--- src/rtl/tlc_pkg.sv ---
// Shared definitions for the traffic-light vehicle-detect conditioner.
// Latency: n/a (types and constants only).
// Backpressure: n/a.
package tlc_pkg;

   // Conditioner states; 3-bit encoding leaves two codes unused, which the
   // FSM treats as illegal and recovers from by returning to ST_IDLE.
   typedef enum logic [2:0] {
      ST_IDLE     = 3'd0,
      ST_QUAL_ON  = 3'd1,
      ST_PRESENT  = 3'd2,
      ST_QUAL_OFF = 3'd3,
      ST_HOLD     = 3'd4,
      ST_FAULT    = 3'd5
   } vd_state_t;

   // Width of the saturating vehicle-arrival counter.
   localparam int TLC_VD_CNT_W = 16;

endpackage

--- src/rtl/tlc_sync.sv ---
// Multi-flop synchroniser for a single asynchronous level into i_clk.
// Latency: STAGES edges from input change to sync_out change.
// Backpressure: none, free-running.
//
// Ports: i_clk, i_rst (sync, active-high, clears chain to 0),
//        async_in (asynchronous level), sync_out (synchronised level).
module tlc_sync #(
   parameter int STAGES = 2
) (
   input  logic i_clk,
   input  logic i_rst,
   input  logic async_in,
   output logic sync_out
);

   logic [STAGES-1:0] chain;

   always_ff @(posedge i_clk) begin
      if (i_rst) begin
         chain <= '0;
      end else begin
         chain <= {chain[STAGES-2:0], async_in};
      end
   end

   assign sync_out = chain[STAGES-1];

endmodule

--- src/rtl/tlc_vehicle_detect.sv ---
// Conditions the raw East-West loop sensor into a glitch-free detect level.
// Latency: rise SYNC_STAGES+DEBOUNCE_CYC+1 edges; fall adds HOLD_CYC more.
// Backpressure: none; sensor sampled every cycle, outputs are levels/strobes.
//
// Ports: i_clk, i_rst (sync, active-high), i_loop_raw (async loop sensor),
//        o_ew_vd (conditioned detect), o_vd_pulse (one-cycle arrival strobe),
//        o_fault (loop stuck-on), and with TLC_VD_COUNT_EN defined:
//        i_cnt_clr (clear counter), o_veh_count (saturating arrival count).
module tlc_vehicle_detect
   import tlc_pkg::*;
#(
   parameter int SYNC_STAGES  = 2,
   parameter int DEBOUNCE_CYC = 8,
   parameter int HOLD_CYC     = 16,
   parameter int STUCK_CYC    = 1000,
   parameter int CNT_W        = 10
) (
   input  logic                    i_clk,
   input  logic                    i_rst,
   input  logic                    i_loop_raw,
   output logic                    o_ew_vd,
   output logic                    o_vd_pulse,
   output logic                    o_fault
`ifdef TLC_VD_COUNT_EN
   ,
   input  logic                    i_cnt_clr,
   output logic [TLC_VD_CNT_W-1:0] o_veh_count
`endif
);

   localparam logic [CNT_W-1:0] DEB_LAST   = CNT_W'(DEBOUNCE_CYC - 1);
   localparam logic [CNT_W-1:0] HOLD_LAST  = CNT_W'(HOLD_CYC - 1);
   localparam logic [CNT_W-1:0] STUCK_LAST = CNT_W'(STUCK_CYC - 1);
   localparam logic [CNT_W-1:0] ONE        = CNT_W'(1);

   logic             loop_s;
   vd_state_t        state;
   logic [CNT_W-1:0] tmr;
   logic [CNT_W-1:0] stuck;

   tlc_sync #(
      .STAGES (SYNC_STAGES)
   ) u_sync (
      .i_clk    (i_clk),
      .i_rst    (i_rst),
      .async_in (i_loop_raw),
      .sync_out (loop_s)
   );

   // Outputs are updated alongside the state so they always describe the
   // state being entered on this edge.
   always_ff @(posedge i_clk) begin
      if (i_rst) begin
         state      <= ST_IDLE;
         tmr        <= '0;
         stuck      <= '0;
         o_ew_vd    <= 1'b0;
         o_vd_pulse <= 1'b0;
         o_fault    <= 1'b0;
      end else begin
         o_vd_pulse <= 1'b0;
         case (state)
            ST_IDLE: begin
               if (loop_s) begin
                  state <= ST_QUAL_ON;
                  tmr   <= '0;
               end
            end
            ST_QUAL_ON: begin
               if (!loop_s) begin
                  state <= ST_IDLE;
               end else if (tmr == DEB_LAST) begin
                  state      <= ST_PRESENT;
                  stuck      <= '0;
                  o_ew_vd    <= 1'b1;
                  o_vd_pulse <= 1'b1;
               end else begin
                  tmr <= tmr + ONE;
               end
            end
            ST_PRESENT: begin
               // Stuck-on detection takes priority over a release.
               if (stuck == STUCK_LAST) begin
                  state   <= ST_FAULT;
                  tmr     <= '0;
                  o_fault <= 1'b1;
               end else begin
                  stuck <= stuck + ONE;
                  if (!loop_s) begin
                     state <= ST_QUAL_OFF;
                     tmr   <= '0;
                  end
               end
            end
            ST_QUAL_OFF: begin
               // A bounce back to presence is the same vehicle: stuck
               // accumulation continues and no new arrival is strobed.
               if (loop_s) begin
                  state <= ST_PRESENT;
               end else if (tmr == DEB_LAST) begin
                  state <= ST_HOLD;
                  tmr   <= '0;
               end else begin
                  tmr <= tmr + ONE;
               end
            end
            ST_HOLD: begin
               if (loop_s) begin
                  state      <= ST_PRESENT;
                  stuck      <= '0;
                  o_vd_pulse <= 1'b1;
               end else if (tmr == HOLD_LAST) begin
                  state   <= ST_IDLE;
                  o_ew_vd <= 1'b0;
               end else begin
                  tmr <= tmr + ONE;
               end
            end
            ST_FAULT: begin
               // Detect stays asserted (fail safe) until a clean release;
               // the exit skips the hold stretch.
               if (loop_s) begin
                  tmr <= '0;
               end else if (tmr == DEB_LAST) begin
                  state   <= ST_IDLE;
                  o_ew_vd <= 1'b0;
                  o_fault <= 1'b0;
               end else begin
                  tmr <= tmr + ONE;
               end
            end
            default: begin
               state   <= ST_IDLE;
               tmr     <= '0;
               stuck   <= '0;
               o_ew_vd <= 1'b0;
               o_fault <= 1'b0;
            end
         endcase
      end
   end

`ifdef TLC_VD_COUNT_EN
   // Counts each arrival strobe; a clear coinciding with a strobe wins.
   always_ff @(posedge i_clk) begin
      if (i_rst || i_cnt_clr) begin
         o_veh_count <= '0;
      end else if (o_vd_pulse && (o_veh_count != {TLC_VD_CNT_W{1'b1}})) begin
         o_veh_count <= o_veh_count + TLC_VD_CNT_W'(1);
      end
   end
`endif

endmodule

--- config.mk ---
export PLATFORM = sky130hd
export DESIGN_NAME = tlc_vehicle_detect
export DESIGN_NICKNAME = d
export VERILOG_FILES = /design/src/rtl/tlc_pkg.sv /design/src/rtl/tlc_sync.sv /design/src/rtl/tlc_vehicle_detect.sv
export SDC_FILE = /design/constraint.sdc
export NUM_CORES = 1
export LEC_CHECK = 0
export CORE_MARGIN = 2
export CORE_UTILIZATION = 48
export DETAILED_ROUTE_END_ITERATION = 10
export SYNTH_ARGS = -nofsm -noshare
export SYNTH_HDL_FRONTEND = slang
export SYNTH_HIERARCHICAL = 1
export SYNTH_SLANG_ARGS = --single-unit
--- constraint.sdc ---
create_clock -name i_clk -period 2.7 [get_ports i_clk]
set_input_delay 0.54 -clock i_clk [delete_from_list [all_inputs] [get_ports i_clk]]
set_output_delay 0.54 -clock i_clk [all_outputs]
set_load 0.01 [all_outputs]
; ---- After elaboration in Yosys (flattened, before gate mapping)
; Cells that the tools add are included.
[classes]
n_addsub = 2
n_eq_ne = 24
mux = 40
bitwise = 3
n_reduce_logical = 9
[ops]
columns = op, count
row1 = 10-bit 2-to-1 mux, 13
row2 = 10-bit one-hot mux with 6 select lines, 1
row3 = 10-bit one-hot mux with 4 select lines, 1
row4 = 3-bit 2-to-1 mux, 11
row5 = 10-bit by 1-bit adder with 10-bit output (second input constant), 2
row6 = 2-bit inequality test (second input constant), 9
row7 = 3-bit one-hot mux with 6 select lines, 1
row8 = 7-bit AND reduction, 2
row9 = 10-bit equality test (second input constant), 1
row10 = 10-bit by 3-bit equality test with 1-bit output (second input constant), 1
row11 = 10-bit by 4-bit equality test with 1-bit output (second input constant), 1
row12 = 1-bit 2-to-1 mux, 10
row13 = 3-bit by 2-bit equality test with 1-bit output (second input constant), 2
row14 = 3-bit equality test (second input constant), 2
row15 = 2-bit by 1-bit inequality test with 1-bit output (second input constant), 3
row16 = 3-bit by 2-bit inequality test with 1-bit output (second input constant), 2
row17 = 3-bit inequality test (second input constant), 2
row18 = 6-bit AND reduction, 1
row19 = 3-bit OR reduction, 2
row20 = 5-bit AND reduction, 1
row21 = 1-bit one-hot mux with 4 select lines, 1
row22 = 4-bit AND reduction, 1
row23 = 4-bit OR reduction, 1
row24 = 3-bit by 1-bit equality test with 1-bit output (second input constant), 1
row25 = 4 further kinds, 6
[totals]
regBits = 28
input_bits = 3
out_inout_bits = 3
elab_cells = 85

; ---- Logic depth before layout (Yosys ltp)
[depth]
depth_word = 4
depth_mapped = 9
depth_no_buf = 9

; ---- Modules after synthesis
; The synthesis kept the hierarchy.
[by_module_without_submodules]
columns = module, n_inst, cells_each, area_per_inst_um2, seq_area_each_um2
row1 = tlc_vehicle_detect, 1, 219, 1702.9, 520.5
row2 = tlc_sync, 1, 4, 52.6, 40.0

; ---- Least setup slack after synthesis
; OpenSTA, ideal clock, no wires.
[synth_path]
path_kind = flip-flop to flip-flop
start = register tmr[9]
end = register tmr[0]
setup_ps = 91
arrival_ps = 2139
setup_slack_ps = 470
stages_incl_launch_ff = 8
cell_sequence = dfxtp_1 or4_4 nor3_1 inv_1 ha_1 a211oi_1 o21ai_0 a311oi_1
[synth_between]
elab_chain_cells = 4
elab_cells_between_ends = 10
classes_between = eq/ne (3) / mux (6) / reduce/logical (1)
[synth_rtl]
columns = item, line_no
row1 = from (decl), tlc_vehicle_detect.sv:38  ; logic [CNT_W-1:0] tmr;
row2 = from (signal assigned), tlc_vehicle_detect.sv:78  ; tmr <= tmr + ONE;
row3 = from (signal assigned), tlc_vehicle_detect.sv:104  ; tmr <= tmr + ONE;
row4 = from (signal assigned), tlc_vehicle_detect.sv:116  ; tmr <= tmr + ONE;
row5 = 10-bit by 3-bit equality test with 1-bit output, "tlc_vehicle_detect.sv:72, tlc_vehicle_detect.sv:100, tlc_vehicle_detect.sv:124"
row6 = 10-bit 2-to-1 mux (on tied branches) (2 in series), n/a
row7 = 10-bit one-hot mux with 6 select lines, tlc_vehicle_detect.sv:62  ; case (state)
; Several ways; a longest one is shown, not always the timed one. The select of a mux whose other input is x is not followed.
; A chain may end at the register's enable or synchronous reset.

; ---- Final worst setup path
[layout_path]
start = register tmr[4]
end = register tmr[0]
; Same word-level chain as after synthesis.

==> impl_results.rst <==
.. list-table::
   :header-rows: 1

   * - Metric
     - Value
   * - Proportion of layout cells with a drive suffix above 1
     - 10.9%
   * - Worst endpoint data arrival time
     - 2.59 ns
   * - Maximum clock frequency
     - 0.427 GHz
   * - Post-route cell area
     - 1920 um^2
   * - Result of the run
     - finished, final reports clean
   * - Worst vdd rail ir drop
     - 0.000286 V
   * - Overall routing resource usage
     - 21.9%
   * - Diodes inserted
     - 0
   * - Average via count per standard cell
     - 6.28
   * - Cell types with the highest counts after synthesis
     - sky130_fd_sc_hd__dfxtp_1 (28), sky130_fd_sc_hd__a21oi_1 (21), sky130_fd_sc_hd__nor2_1 (18)
   * - Number of global-route vias before repair
     - 1589
   * - Instance count of the mapped netlist
     - 223
   * - Setup slack after layout
     - 0.357 ns
   * - Wire length of the first global-routing pass
     - 7320 um
   * - Unique masters post-synth
     - 46
   * - Number of fill cells in the layout
     - 340
   * - CP Capture Type
     - flip-flop
   * - Total congestion overflow after global routing
     - 0
   * - Number of design-rule violations left by the first detailed-router iteration
     - 275
   * - Compound-gate portion of the synthesized area
     - 25.0%
   * - Critical path capture point
     - tmr[0]
   * - Maximum number of pins on one net before global-route repair
     - 21
   * - Share of flip-flops with an asynchronous set or reset after synthesis
     - 0%
   * - Warnings from Yosys
     - 6
   * - Type of the most critical hold path
     - reg2reg
   * - Commonest register cell after synthesis
     - sky130_fd_sc_hd__dfxtp_1
   * - Number of gates given a new drive strength after cts
     - 0
   * - Simple-gate area share of the yosys netlist
     - 32.4%
   * - Critical path launch point
     - tmr[4]
   * - Synthesized net count
     - 229
   * - Setup slack at placement
     - 0.391 ns
   * - Total routed wirelength
     - 4210 um
   * - Crit path launch type
     - flip-flop
   * - Final core utilization
     - 56.3%
   * - Core Box Area
     - 3420 um^2
   * - Fraction of the yosys area taken by sequential cells
     - 31.9%
   * - Leading post-synthesis cells by cell area
     - sky130_fd_sc_hd__dfxtp_1 (32%), sky130_fd_sc_hd__a21oi_1 (6.0%), sky130_fd_sc_hd__nor2_1 (3.8%)
   * - Clock sink total
     - 28
   * - Number of standard-cell rows in the floorplan
     - 21
   * - Synth Area in Adders
     - 2.71%
   * - Setup clock skew after layout
     - 0.00179 ns
   * - Reg-to-reg startpoint
     - tmr[4]
   * - Internal reg-to-reg setup slack
     - 0.36 ns
   * - Number of flip-flops and latches in the synthesized netlist
     - 28
   * - Final setup violation count
     - 0
   * - End of the worst register-to-register path
     - tmr[0]
   * - Total Neg Setup Slack
     - 0 ns
   * - Post-place instance area
     - 1870 um^2
   * - Drt drc
     - 0
   * - Area share of the largest cell type after synthesis
     - 31.9%
   * - Vias after detailed routing
     - 1726
   * - Mean instance size in the synthesized netlist
     - 7.87 um^2
   * - Deepest level of the CTS H-tree
     - 1
   * - Final nets
     - 236
   * - # IOs
     - 6
   * - Synthesized cell area
     - 1760 um^2
   * - Largest family of logic cells by synthesized area
     - simple AND/OR/NAND/NOR gates
   * - Number of detailed-routing iterations run before antenna repair
     - 4
   * - Number of buffers on the longest clock path
     - 2
   * - Most common cell in the netlist
     - sky130_fd_sc_hd__dfxtp_1
   * - Critical Path RT
     - 2.95 ns
   * - Area leader, netlist
     - sky130_fd_sc_hd__dfxtp_1
   * - Clock latency on the worst-skew pair
     - 0.33 ns
   * - Number of flops mapped to enable cells by yosys
     - 0
   * - Fin. max-slew vios
     - 0
   * - Number of buffers created by CTS
     - 3
   * - Measured slew at the worst slew-check pin
     - 0.677 ns
   * - Share of synthesized area spent on multiplexers
     - 1.14%
   * - Post CTS Setup Buffer Count
     - 0
   * - Power Density
     - 625 nW/um^2
   * - Height of the chip
     - 64.5 um
   * - Classification of the worst setup path
     - reg2reg
   * - Maximum fanout encountered on the critical timing path
     - 5
   * - Cts-stage hold buffer count
     - 0
   * - Max-slew headroom at the worst pin
     - 54.8%
   * - I/O Buffers
     - 5
   * - Final hold vios
     - 0
   * - Routability congestion estimate from global placement
     - 0.796
   * - Routed length per placed instance
     - 15.3 um
   * - Leak
     - 0.635 nW
   * - Dpl hpwl
     - 3080 um
   * - Root cell of the clock tree
     - sky130_fd_sc_hd__clkbuf_4
   * - Area grow syn2layout
     - 9.55%
   * - Crit share post-route
     - 86.8%
   * - Synth Area in XOR/XNOR
     - 1.50%
   * - Number of nets with antenna violations after routing
     - 0
   * - Starting density of the core
     - 51.4%
   * - Chip width
     - 64.5 um
   * - RSZ-0062 raised after global routing
     - false
   * - Crit path time final
     - 2.34 ns
   * - TritonCTS clock tree
     - built
   * - Depth of the worst register-to-register path
     - 7
   * - Die area
     - 4160 um^2
   * - Number of violations of the max-capacitance limit
     - 0
   * - Clock slew seen by the registers of the worst setup and hold paths
     - 0.15 ns
   * - Antenna violations before repair
     - 0
-- through the flow --
stage | cells | hold slack [ns] | power, W
2_1_floorplan | 223 | 0.414 | 0.000817
3_3_place_gp | 271 | 0.443 | 0.000911
3_5_place_dp | 271 | 0.433 | 0.000923
4_1_cts | 275 | 0.463 | 0.00120
5_1_grt | 275 | 0.469 | 0.00128
6_report | 275 | 0.464 | 0.00120
-- sequential cells by signal, indices dropped and copies added, names as in the netlist --
signal	flops
u_sync/chain	2
tmr	10
o_ew_vd	1
o_fault	1
o_vd_pulse	1
stuck	10
state	3
-- critical path: stages (launching register included) --
cell and delay, ns:
sky130_fd_sc_hd__dfxtp_1 0.38, sky130_fd_sc_hd__or4_4 0.58, sky130_fd_sc_hd__nor3_1 0.25, sky130_fd_sc_hd__inv_1 0.08, sky130_fd_sc_hd__ha_1 0.29, sky130_fd_sc_hd__a211oi_1 0.23, sky130_fd_sc_hd__o21ai_0 0.14, sky130_fd_sc_hd__a311oi_1 0.30
-- worst min path at each step --
| stage | from | end | slack [ns] | cells past startpoint |
|---|---|---|---|---|
| floorplan | u_sync/chain[0] | u_sync/chain[1] | 0.41 | 1 |
| global placement | u_sync/chain[0] | u_sync/chain[1] | 0.44 | 1 |
| detailed placement | u_sync/chain[0] | u_sync/chain[1] | 0.43 | 1 |
| CTS | u_sync/chain[0] | u_sync/chain[1] | 0.46 | 1 |
| global route | u_sync/chain[0] | u_sync/chain[1] | 0.47 | 1 |
| finish | u_sync/chain[0] | u_sync/chain[1] | 0.46 | 1 |
-- kinds of logic after synthesis --
| kind of cell | after synthesis |
|---|---|
| AO/OA/AOI/OAI | 67 |
| XOR/XNOR | 3 |
| adder cells (fa/ha/maj) | 4 |
| buffers and inverters | 21 |
| flip-flops | 28 |
| multiplexers | 2 |
| AND/OR/NAND/NOR | 98 |
-- cell usage in the layout (no fill, tap or decap), types with 2 or more instances in the layout --
| master | synthesis | routed |
|---|---|---|
| sky130_fd_sc_hd__o21ai_0 | 12 | 12 |
| sky130_fd_sc_hd__buf_4 | 0 | 9 |
| sky130_fd_sc_hd__a211oi_1 | 5 | 5 |
| sky130_fd_sc_hd__or3_2 | 3 | 3 |
| sky130_fd_sc_hd__or2_2 | 2 | 2 |
| sky130_fd_sc_hd__or4_4 | 2 | 2 |
| sky130_fd_sc_hd__o211ai_1 | 3 | 3 |
| sky130_fd_sc_hd__a31oi_1 | 3 | 3 |
| sky130_fd_sc_hd__dfxtp_1 | 28 | 28 |
| sky130_fd_sc_hd__nand3_1 | 12 | 12 |
| sky130_fd_sc_hd__nand2_1 | 15 | 15 |
| sky130_fd_sc_hd__nor3_1 | 8 | 8 |
| sky130_fd_sc_hd__a21oi_1 | 21 | 21 |
| sky130_fd_sc_hd__mux2i_1 | 2 | 2 |
| sky130_fd_sc_hd__clkdlybuf4s50_1 | 0 | 5 |
| sky130_fd_sc_hd__nor2b_1 | 8 | 8 |
| sky130_fd_sc_hd__ha_1 | 3 | 3 |
| sky130_fd_sc_hd__o311ai_0 | 3 | 3 |
| sky130_fd_sc_hd__xor2_1 | 3 | 3 |
| sky130_fd_sc_hd__o31ai_1 | 5 | 5 |
| sky130_fd_sc_hd__nand4_1 | 5 | 5 |
| sky130_fd_sc_hd__nand2b_1 | 2 | 2 |
| sky130_fd_sc_hd__nor3b_1 | 2 | 2 |
| sky130_fd_sc_hd__or3_1 | 9 | 9 |
| sky130_fd_sc_hd__o32ai_1 | 3 | 3 |
| sky130_fd_sc_hd__inv_1 | 9 | 9 |
| sky130_fd_sc_hd__and3_1 | 3 | 3 |
| sky130_fd_sc_hd__clkbuf_4 | 0 | 3 |
| sky130_fd_sc_hd__nor2_1 | 18 | 18 |
| sky130_fd_sc_hd__nor4_1 | 4 | 4 |
| sky130_fd_sc_hd__o21a_1 | 2 | 2 |
| sky130_fd_sc_hd__nor4bb_1 | 2 | 2 |
-- final cells by class --
cell class | count | area [um^2] | area share (%)
Sequential cell | 28 | 561 | 29.1
Tap cell | 46 | 57.6 | 2.99
Multi-Input combinational cell | 174 | 1100 | 57.3
Clock inverter | 1 | 30.0 | 1.56
Timing Repair Buffer | 14 | 118 | 6.12
Clock buffer | 3 | 22.5 | 1.17
Inverter | 9 | 33.8 | 1.76
-- report_power, final --
part           switching, W  total [W]  internal (W)  leakage, nW
clock network      0.000127   0.000278      0.000150       0.0279
registers         0.0000343   0.000475      0.000441        0.227
logic              0.000285   0.000450      0.000165        0.380
-- per-layer routing --
metal  part of all wire [%]  track usage (%)  wire length, um  vias up
met5                      0                0                0        -
met4                    1.2             6.12               49        0
met3                    5.4             2.60              227        7
met2                     46             34.2             1920       53
met1                     48             31.7             2000      814
li1                       -                -                -      852
Note: power is estimated with default switching activity, not from simulation.
